<file path="config.mk">
export PLATFORM = sky130hd
export DESIGN_NAME = hazard_sequencer
export DESIGN_NICKNAME = d
export VERILOG_FILES = /design/src/rtl/rv_pipe_pkg.sv /design/src/rtl/hazard_sequencer_load_use_detect.sv /design/src/rtl/hazard_sequencer.sv
export SDC_FILE = /design/constraint.sdc
export NUM_CORES = 1
export LEC_CHECK = 0
export ABC_AREA = 1
export CAP_MARGIN = 30
export CORE_AREA = 2 2 62 64
export CTS_BUF_LIST = sky130_fd_sc_hd__clkbuf_4 sky130_fd_sc_hd__clkbuf_8
export CTS_CLUSTER_DIAMETER = 120
export DETAILED_ROUTE_END_ITERATION = 7
export DIE_AREA = 0 0 64 66
export PLACE_DENSITY_LB_ADDON = 0.05
export SYNTH_ARGS = -nofsm -noshare
export SYNTH_HDL_FRONTEND = slang
export SYNTH_SLANG_ARGS = --single-unit
</file>
<file path="constraint.sdc">
create_clock -name clk -period 2.25 [get_ports clk]
set_input_delay 0.45 -clock clk [delete_from_list [all_inputs] [get_ports clk]]
set_output_delay 0.45 -clock clk [all_outputs]
set_load 0.02 [all_outputs]
</file>
<file path="src/rtl/rv_pipe_pkg.sv">
// Shared definitions for the pipeline hazard sequencer: opcode constants,
// sequencer state encoding and the source-register usage decode.
package rv_pipe_pkg;

  localparam logic [6:0] OPC_R      = 7'b0110011;
  localparam logic [6:0] OPC_I      = 7'b0010011;
  localparam logic [6:0] OPC_LOAD   = 7'b0000011;
  localparam logic [6:0] OPC_STORE  = 7'b0100011;
  localparam logic [6:0] OPC_BRANCH = 7'b1100011;

  localparam int WCNT_W = 8;
  localparam int DCNT_W = 4;

  typedef enum logic [1:0] {
    HS_RUN      = 2'd0,
    HS_MEM_WAIT = 2'd1,
    HS_DRAIN    = 2'd2,
    HS_HALTED   = 2'd3
  } hs_state_t;

  // bit 0 = instruction reads rs1, bit 1 = instruction reads rs2
  function automatic logic [1:0] src_use(input logic [6:0] opc);
    logic [1:0] u;
    u = 2'b00;
    case (opc)
      OPC_R, OPC_I, OPC_LOAD: u = 2'b01;
      OPC_STORE, OPC_BRANCH:  u = 2'b11;
      default:                u = 2'b00;
    endcase
    return u;
  endfunction

endpackage

</file>
<file path="src/rtl/hazard_sequencer_load_use_detect.sv">
// Combinational load-use hazard detection between the load in ID/EX and
// the instruction currently in IF/ID.
module load_use_detect
  import rv_pipe_pkg::*;
(
  input  logic [6:0] id_opcode,
  input  logic [4:0] id_rs1,
  input  logic [4:0] id_rs2,
  input  logic [4:0] ex_rd,
  input  logic       ex_memread,
  output logic       load_use
);

  logic use1;
  logic use2;
  logic [1:0] uses;

  assign uses = src_use(id_opcode);
  assign use1 = uses[0];
  assign use2 = uses[1];

  // x0 is never a real dependency
  assign load_use = ex_memread && (ex_rd != 5'd0) &&
                    ((use1 && (ex_rd == id_rs1)) || (use2 && (ex_rd == id_rs2)));

endmodule

</file>
<file path="src/rtl/hazard_sequencer.sv">
// Pipeline hazard/stall controller: load-use bubbles, branch flushes,
// data-memory waits with watchdog, and debug halt/drain.
// Optional HAZARD_PERF_EN adds stall_cycles / flush_count counters.
//
// state       | meaning
// ------------+-----------------------------------------------------------
// HS_RUN      | normal issue; hazards resolved combinationally this cycle
// HS_MEM_WAIT | data memory busy; pipeline frozen, watchdog counting
// HS_DRAIN    | halt requested; fetch stopped, bubbles flushing pipeline
// HS_HALTED   | pipeline empty and stopped until halt_req drops
module hazard_sequencer
  import rv_pipe_pkg::*;
#(
  parameter int PIPE_DEPTH  = 4,
  parameter int MEM_TIMEOUT = 16
) (
  input  logic        clk,
  input  logic        rst,
  input  logic [6:0]  id_opcode,
  input  logic [4:0]  id_rs1,
  input  logic [4:0]  id_rs2,
  input  logic [4:0]  ex_rd,
  input  logic        ex_memread,
  input  logic        branch_taken,
  input  logic        mem_busy,
  input  logic        halt_req,
  output logic        pc_write,
  output logic        ifid_write,
  output logic        ctrl_stall,
  output logic        ifid_flush,
  output logic        idex_flush,
  output logic        exmem_flush,
  output logic        pipe_hold,
  output logic        halted,
  output logic        err_timeout
`ifdef HAZARD_PERF_EN
  ,
  output logic [31:0] stall_cycles,
  output logic [31:0] flush_count
`endif
);

  hs_state_t          state, state_nxt;
  logic [WCNT_W-1:0]  wcnt, wcnt_nxt;
  logic [DCNT_W-1:0]  dcnt, dcnt_nxt;
  logic               busy_mask, busy_mask_nxt;
  logic               err_nxt;
  logic               load_use;
  logic               br_flush;

  logic               r_pc, r_ifid, r_stall, r_flush, r_hold;
  hs_state_t          r_state;
  logic               use_run;

  load_use_detect u_lud (
    .id_opcode  (id_opcode),
    .id_rs1     (id_rs1),
    .id_rs2     (id_rs2),
    .ex_rd      (ex_rd),
    .ex_memread (ex_memread),
    .load_use   (load_use)
  );

  // RUN-state decision, also reused on MEM_WAIT release and HALTED exit.
  // busy_mask hides mem_busy for the single cycle after a watchdog trip.
  always_comb begin
    r_pc    = 1'b1;
    r_ifid  = 1'b1;
    r_stall = 1'b0;
    r_flush = 1'b0;
    r_hold  = 1'b0;
    r_state = HS_RUN;
    if (mem_busy && !busy_mask) begin
      r_pc    = 1'b0;
      r_ifid  = 1'b0;
      r_hold  = 1'b1;
      r_state = HS_MEM_WAIT;
    end else if (branch_taken) begin
      r_flush = 1'b1;
    end else if (load_use) begin
      r_pc    = 1'b0;
      r_ifid  = 1'b0;
      r_stall = 1'b1;
    end else if (halt_req) begin
      r_pc    = 1'b0;
      r_ifid  = 1'b0;
      r_stall = 1'b1;
      r_state = HS_DRAIN;
    end
  end

  always_comb begin
    pc_write      = 1'b0;
    ifid_write    = 1'b0;
    ctrl_stall    = 1'b0;
    ifid_flush    = 1'b0;
    idex_flush    = 1'b0;
    exmem_flush   = 1'b0;
    pipe_hold     = 1'b0;
    halted        = 1'b0;
    br_flush      = 1'b0;
    use_run       = 1'b0;
    state_nxt     = state;
    wcnt_nxt      = wcnt;
    dcnt_nxt      = dcnt;
    busy_mask_nxt = 1'b0;
    err_nxt       = err_timeout;

    case (state)
      HS_RUN: use_run = 1'b1;

      HS_MEM_WAIT: begin
        if (!mem_busy) begin
          use_run = 1'b1;
        end else begin
          pipe_hold = 1'b1;
          if (wcnt == WCNT_W'(MEM_TIMEOUT)) begin
            err_nxt       = 1'b1;
            busy_mask_nxt = 1'b1;
            state_nxt     = HS_RUN;
          end else if (wcnt != {WCNT_W{1'b1}}) begin
            wcnt_nxt = wcnt + 1'b1;
          end
        end
      end

      HS_DRAIN: begin
        ctrl_stall = 1'b1;
        pipe_hold  = mem_busy;
        if (branch_taken) begin
          ifid_flush  = 1'b1;
          idex_flush  = 1'b1;
          exmem_flush = 1'b1;
          br_flush    = 1'b1;
        end
        if (!halt_req) begin
          state_nxt = HS_RUN;
        end else if (dcnt == DCNT_W'(PIPE_DEPTH)) begin
          state_nxt = HS_HALTED;
        end else if (!mem_busy) begin
          dcnt_nxt = dcnt + 1'b1;
        end
      end

      HS_HALTED: begin
        if (!halt_req) begin
          use_run = 1'b1;
        end else begin
          halted     = 1'b1;
          ctrl_stall = 1'b1;
        end
      end

      default: state_nxt = HS_RUN;
    endcase

    if (use_run) begin
      pc_write    = r_pc;
      ifid_write  = r_ifid;
      ctrl_stall  = r_stall;
      ifid_flush  = r_flush;
      idex_flush  = r_flush;
      exmem_flush = r_flush;
      pipe_hold   = r_hold;
      br_flush    = r_flush;
      state_nxt   = r_state;
      if (r_state == HS_MEM_WAIT) wcnt_nxt = WCNT_W'(1);
      if (r_state == HS_DRAIN)    dcnt_nxt = DCNT_W'(1);
    end

    if (rst) begin
      pc_write    = 1'b0;
      ifid_write  = 1'b0;
      ctrl_stall  = 1'b1;
      ifid_flush  = 1'b1;
      idex_flush  = 1'b1;
      exmem_flush = 1'b1;
      pipe_hold   = 1'b0;
      halted      = 1'b0;
      br_flush    = 1'b0;
    end
  end

  always_ff @(posedge clk) begin
    if (rst) begin
      state       <= HS_RUN;
      wcnt        <= '0;
      dcnt        <= '0;
      busy_mask   <= 1'b0;
      err_timeout <= 1'b0;
    end else begin
      state       <= state_nxt;
      wcnt        <= wcnt_nxt;
      dcnt        <= dcnt_nxt;
      busy_mask   <= busy_mask_nxt;
      err_timeout <= err_nxt;
    end
  end

`ifdef HAZARD_PERF_EN
  always_ff @(posedge clk) begin
    if (rst) begin
      stall_cycles <= '0;
      flush_count  <= '0;
    end else begin
      if (!pc_write && (state != HS_HALTED)) stall_cycles <= stall_cycles + 32'd1;
      if (br_flush)                         flush_count  <= flush_count + 32'd1;
    end
  end
`endif

endmodule

</file>
=== Word-level counts from Yosys, hierarchy flattened ===
Cells that the tools add are included.
W data, S select, Z words.

* Add/subtract/negate cells: 2
* $mul: 0
* Div/mod/pow operators: 0
* $lt $le $gt $ge: 0
* Equal/unequal tests: 18
* Shift-type cells: 0
* Mux-type cells: 51
* Bitwise logic cells: 2
* Reductions and logical operators: 15

{| class="wikitable"
|+ Operators with widths
! cell !! count
|-
| $mux W8 || 6
|-
| $mux W1 || 25
|-
| $mux W4 || 6
|-
| $mux W2 || 9
|-
| $eq A7 B6 Y1 const B || 2
|-
| $eq A5 B5 Y1 || 2
|-
| $add A8 B1 Y8 const B || 1
|-
| $eq A8 B5 Y1 const B || 1
|-
| $ne A8 B8 Y1 const B || 1
|-
| $pmux W2 S2 || 2
|-
| $eq A7 B2 Y1 const B || 1
|-
| $eq A7 B5 Y1 const B || 1
|-
| $eq A7 B7 Y1 const B || 1
|-
| $eq A2 B2 Y1 const B || 3
|-
| $ne A3 B3 Y1 const B || 2
|-
| $reduce_or A3 Y1 || 2
|-
| $logic_and A1 B1 Y1 || 5
|-
| $reduce_bool A5 Y1 || 1
|-
| $add A4 B1 Y4 const B || 1
|-
| $eq A2 B1 Y1 const B || 2
|-
| $eq A4 B3 Y1 const B || 1
|-
| $ne A4 B4 Y1 const B || 1
|-
| $pmux W1 S2 || 2
|-
| $reduce_and A4 Y1 || 1
|-
| 8 further kinds || 9
|}

* Flip-flop bits (word level): 16
* Bits in latches: 0
* RAM bits: 0
* Bits in read-only memories: 0
* Input bits: 28
* Output and inout port bits: 9
* Logic and storage cells: 93
* Memories kept: 0

=== Longest topological paths before layout ===
Gate-level depths: netlist of the first run.

* Depth after elaboration: 12
* Mapped depth: 11
* Depth with buffers taken out: 11

=== Cells and area by module ===
Synthesis of the first run repeated with hierarchy kept, for this count alone.

* Cells, all modules: 229
* Area total of the unflattened synthesis: 1,401.3 um^2

{| class="wikitable"
|+ By module, submodules not included
! module !! instances !! cells an instance !! area an instance (um^2) !! sequential area each (um^2)
|-
| hazard_sequencer || 1 || 173 || 1,171.1 || 320.3
|-
| load_use_detect || 1 || 56 || 230.2 || 0.0
|}

=== Worst setup path before layout of the first run ===
OpenSTA, ideal clock, no wires.

* Path type: reg-to-output
* Start: reg state[0]
* End: out pc_write
* Arrival: 1.693 ns
* Data required time: 1.800 ns
* Slack: 0.107 ns
* Cell stages (with the launch flop): 9
* Path buffers: 1
* Cells stage by stage: dfxtp_1 ha_1 nand2_1 nand3_2 o21ai_4 nor3_1 nand2_1 nor2_1 buf_4

* Cells in the longest elaborated chain, start to end: 4
* Elaborated cells between the ends (all ways): 6
* Those cells by class: eq/ne (2); mux (3); reduce/logical (1)

{| class="wikitable"
|+ Ends and longest elaborated chain
! element !! RTL line !! source
|-
| start: declaration || hazard_sequencer.sv:43 || <nowiki>hs_state_t state, state_nxt;</nowiki>
|-
| start signal: assignment || hazard_sequencer.sv:192 || <nowiki>state <= state_nxt;</nowiki>
|-
| $eq A2 B2 Y1 (tied with other cells) || hazard_sequencer.sv:109 || <nowiki>case (state)</nowiki>
|-
| $pmux W1 S3 * || hazard_sequencer.sv:109 ||
|-
| $mux W1 * (2 in series) || - ||
|-
| end: declaration || hazard_sequencer.sv:27 || <nowiki>output logic pc_write,</nowiki>
|}

Every way passes the cells marked *; elsewhere a longest branch is shown, timed or not.

=== Worst setup path after layout of the first run ===
* Start: reg state[1]
* End: out ctrl_stall

* Cells in the longest elaborated chain, start to end: 4
* Elaborated cells between the ends (all ways): 8
* Those cells by class: eq/ne (3); mux (4); reduce/logical (1)

{| class="wikitable"
|+ Ends and longest elaborated chain
! element !! RTL line !! source
|-
| $eq A2 B2 Y1 (tied with other cells) || hazard_sequencer.sv:109 ||
|-
| $pmux W1 S3 / $pmux W1 S2 (equally long branches) || hazard_sequencer.sv:109 ||
|-
| $mux W1 * || hazard_sequencer.sv:157 || <nowiki>if (use_run) begin</nowiki>
|-
| $mux W1 * || hazard_sequencer.sv:171 || <nowiki>if (rst) begin</nowiki>
|-
| end: declaration || hazard_sequencer.sv:29 || <nowiki>output logic ctrl_stall,</nowiki>
|}

Marked as above.

==> results of run 1 <==
==> final timing paths <==
kind	depth (start not counted)	end	slack [ns]	startpoint
min reg2reg	1	err_timeout$_SDFFE_PP0P_	0.48	err_timeout$_SDFFE_PP0P_
max	12	ctrl_stall	0.07	state[1]$_SDFFE_PP0P_
min	1	err_timeout$_SDFFE_PP0P_	0.48	err_timeout$_SDFFE_PP0P_
max reg2reg	13	wcnt[5]$_SDFF_PP0_	0.62	state[1]$_SDFFE_PP0P_
==> logic make-up (layout without fill, tap and decap cells) <==
kind of cell	Yosys count	in the layout	synth area share
fa+ha+maj	7	7	0.06387
flops	16	16	0.2336
xor+xnor	3	3	0.01916
buf+inv	51	110	0.1515
simple gates	138	138	0.4407
compound gates	20	20	0.09125
==> registers in the layout (all words and copies together), names as in the netlist <==
name         count
busy_mask        1
dcnt             4
err_timeout      1
state            2
wcnt             8
==> what timing repair did <==
| item | in CTS | in global routing |
|---|---|---|
| endpoints found under the setup margin | 8 | 7 |
| gates resized for setup | 36 | 49 |
| setup buffers | 1 | 3 |
| pin swaps | 0 | 15 |
==> area by class of cell <==
type                            count  area, sq um  area share
Sequential cell                    16        322.8      0.1541
Multi-Input combinational cell    168        913.4      0.4361
Tap cell                           48        60.06     0.02867
Clock buffer                        4        36.28     0.01732
Inverter                           47        181.4     0.08662
Timing Repair Buffer               59        580.6      0.2772
==> metal layers <==
metal	GRT usage	vias up	share of wire
met1	0.2184	652	0.49
li1	-	837	-
met2	0.2930	21	0.47
met5	0	-	0
met3	0.04259	2	0.032
met4	0.02446	0	0.0032
==> stage by stage <==
| stage | hold WS [ns] | total power [W] |
|---|---|---|
| after floorplan | 0.4749 | 0.0008396 |
| after global placement | 0.4601 | 0.001142 |
| after detailed placement | 0.4571 | 0.001144 |
| after CTS | 0.4806 | 0.001343 |
| after global routing | 0.5031 | 0.001595 |
| final | 0.4754 | 0.001470 |
==> report_power, final <==
part / switching, W / internal, W / leakage [nW]
Clock: 0.0000934 / 0.0000986 / 0.0210
Combinational: 0.000467 / 0.000448 / 1.03
Sequential: 0.0000400 / 0.000323 / 0.131
Total: 0.000600 / 0.000869 / 1.18
==> worst register-to-register path, cell delays in order (launching register included) <==
cell and delay [ns]:
dfxtp_2 0.37, inv_2 0.04, ha_2 0.17, nand2_2 0.07, nand3_2 0.09, o21ai_4 0.11
buf_12 0.14, inv_6 0.03, nand2_4 0.07, buf_4 0.13, nand2_4 0.06, nor2_2 0.13
nand2_1 0.07, nor2_1 0.09
==> cells in the final DEF (no fill, tap or decap), types with 3 or more instances in the layout <==
master            n
nand2_1          66
inv_1            38
nor2_1           25
buf_4            22
dlymetal6s2s_1   21
dfxtp_1          14
nand3_1          13
inv_2             8
nand2_2           7
clkdlybuf4s50_1   7
nor2_2            6
ha_1              6
a21oi_1           5
nand4_1           5
o21ai_0           5
nand3_2           4
nor3_1            4
buf_2             4
o21ai_1           3
clkbuf_4          3
buf_6             3
==> run metrics, run 1 <==
status completed; Buf/Inv on CP 4; Slew Limit Fails 0; FMAX 459.7 MHz; Static Leak 1.177 nW; FP Rows 22; final std cells w/o fill 342; Synth Instances 235; Syn-to-layout area delta 52.74%; Post-Syn Area 0.001371 sq mm; Place WS -0.4977 ns; gr ovfl total 0; Final Setup Violations 0; Port Buffers 36; final setup skew 0.0009538 ns; Max Cap Viol 0; vias in the first global route 1,358; DR WL/cell 10.06 um; Synth cell types 30; hpwl dp 2.805 mm; GPL Wtd Cong 0.8235; Mean Syn Cell Area 5.835 sq um; routed wire length 3.439 mm; count leader, synth nand2_1; All-Layer GR Usage 0.1702; CP endpoint kind output pin; Req. time, crit path 1.80 ns; Async SR Flop Fraction 0; Startpoint Class flip-flop; ys flop type dfxtp_1; clk_lat worst skew 0.29 ns; CP arrival 1.73 ns; number of synthesized register bits 16; Area after DPL 0.001908 sq mm; post-layout min period 2.175 ns; critical-path cell list inv_2, ha_2, nand2_2, nand3_2, o21ai_4, buf_12, inv_6, nand2_4, o21ai_2, nand2_1, and2_4, buf_6; NumNets Final 330; total CTS buffers 3; unrepaired setup endpoints after global routing yes; total number of vias 1,512; drt pass-1 iters 4; top cell type's share of synthesized area 0.2336; Worst VDD drop 0.5252 mV; worst-path fanout max 5; HP Class flip-flop to flip-flop; Clock Tree Buf Depth 2; CTS tree yes; pwr/cell area 701.7 mW/mm^2; Largest stage delay, worst path 0.37 ns; Commonest cells post-synth nand2_1 (71), inv_1 (42), nor2_1 (30); die area 0.004224 sq mm; chip width 64 um; Synth Net Count 270; critical path's slowest cell dfxtp_2; # diodes 0; register area share after synthesis 0.2336; Syn. warnings 0; Core ar. 0.003551 sq mm; global-route wire length before repair 5.713 mm; Boundary Pins 37; initial antenna violation count 0; post-route design area 0.002095 sq mm; Placed Cells 334; share of post-route cells with drive strength above 1 0.2483; final hold violation count 0; Initial Util 0.3862; DRC viols 0; DR iter-0 viols 83; Max-slew headroom 0.8406; dominant cells by area after synthesis dfxtp_1 (23%), nand2_1 (19%), inv_1 (11%); H-Tree Depth 1; largest net degree at the start of global routing 10; hold_buf cts 0; clock sinks 16; Top delay family on crit path simple AND/OR/NAND/NOR gates; Root Driver clkbuf_4; most area-hungry cell type in the Yosys netlist dfxtp_1; drt via density 4.421; Antenna Nets Post-Route 0; final worst path period share 0.9667; Worst Setup Path Type flip-flop to output pin; Worst-Margin Slew 0.2382 ns; die height 66 um; Final Core Density 0.5899; setup TNS 0 ns; Fillers 332; worst setup margin 0.07488 ns; Clock transition at path regs 0.09 ns; Post-synth EDFFs 0
Note: power is estimated with default switching activity, not from simulation.
==> run 2, diff against run 1 <==
--- a/config.mk
+++ b/config.mk
@@ -12,6 +12,7 @@
 export CTS_CLUSTER_DIAMETER = 120
 export DETAILED_ROUTE_END_ITERATION = 7
 export DIE_AREA = 0 0 64 66
+export GPL_ROUTABILITY_DRIVEN = 0
 export PLACE_DENSITY_LB_ADDON = 0.05
 export SYNTH_ARGS = -nofsm -noshare
 export SYNTH_HDL_FRONTEND = slang
==> results of run 2 <==
Same layout as run 1: the final DEF is identical, and so are final timing and power.
==> run 3, diff against run 2 <==
--- a/config.mk
+++ b/config.mk
@@ -10,6 +10,7 @@
 export CORE_AREA = 2 2 62 64
 export CTS_BUF_LIST = sky130_fd_sc_hd__clkbuf_4 sky130_fd_sc_hd__clkbuf_8
 export CTS_CLUSTER_DIAMETER = 120
+export CTS_CLUSTER_SIZE = 24
 export DETAILED_ROUTE_END_ITERATION = 7
 export DIE_AREA = 0 0 64 66
 export GPL_ROUTABILITY_DRIVEN = 0
==> results of run 3 <==
Same layout as run 1: the final DEF is identical, and so are final timing and power.
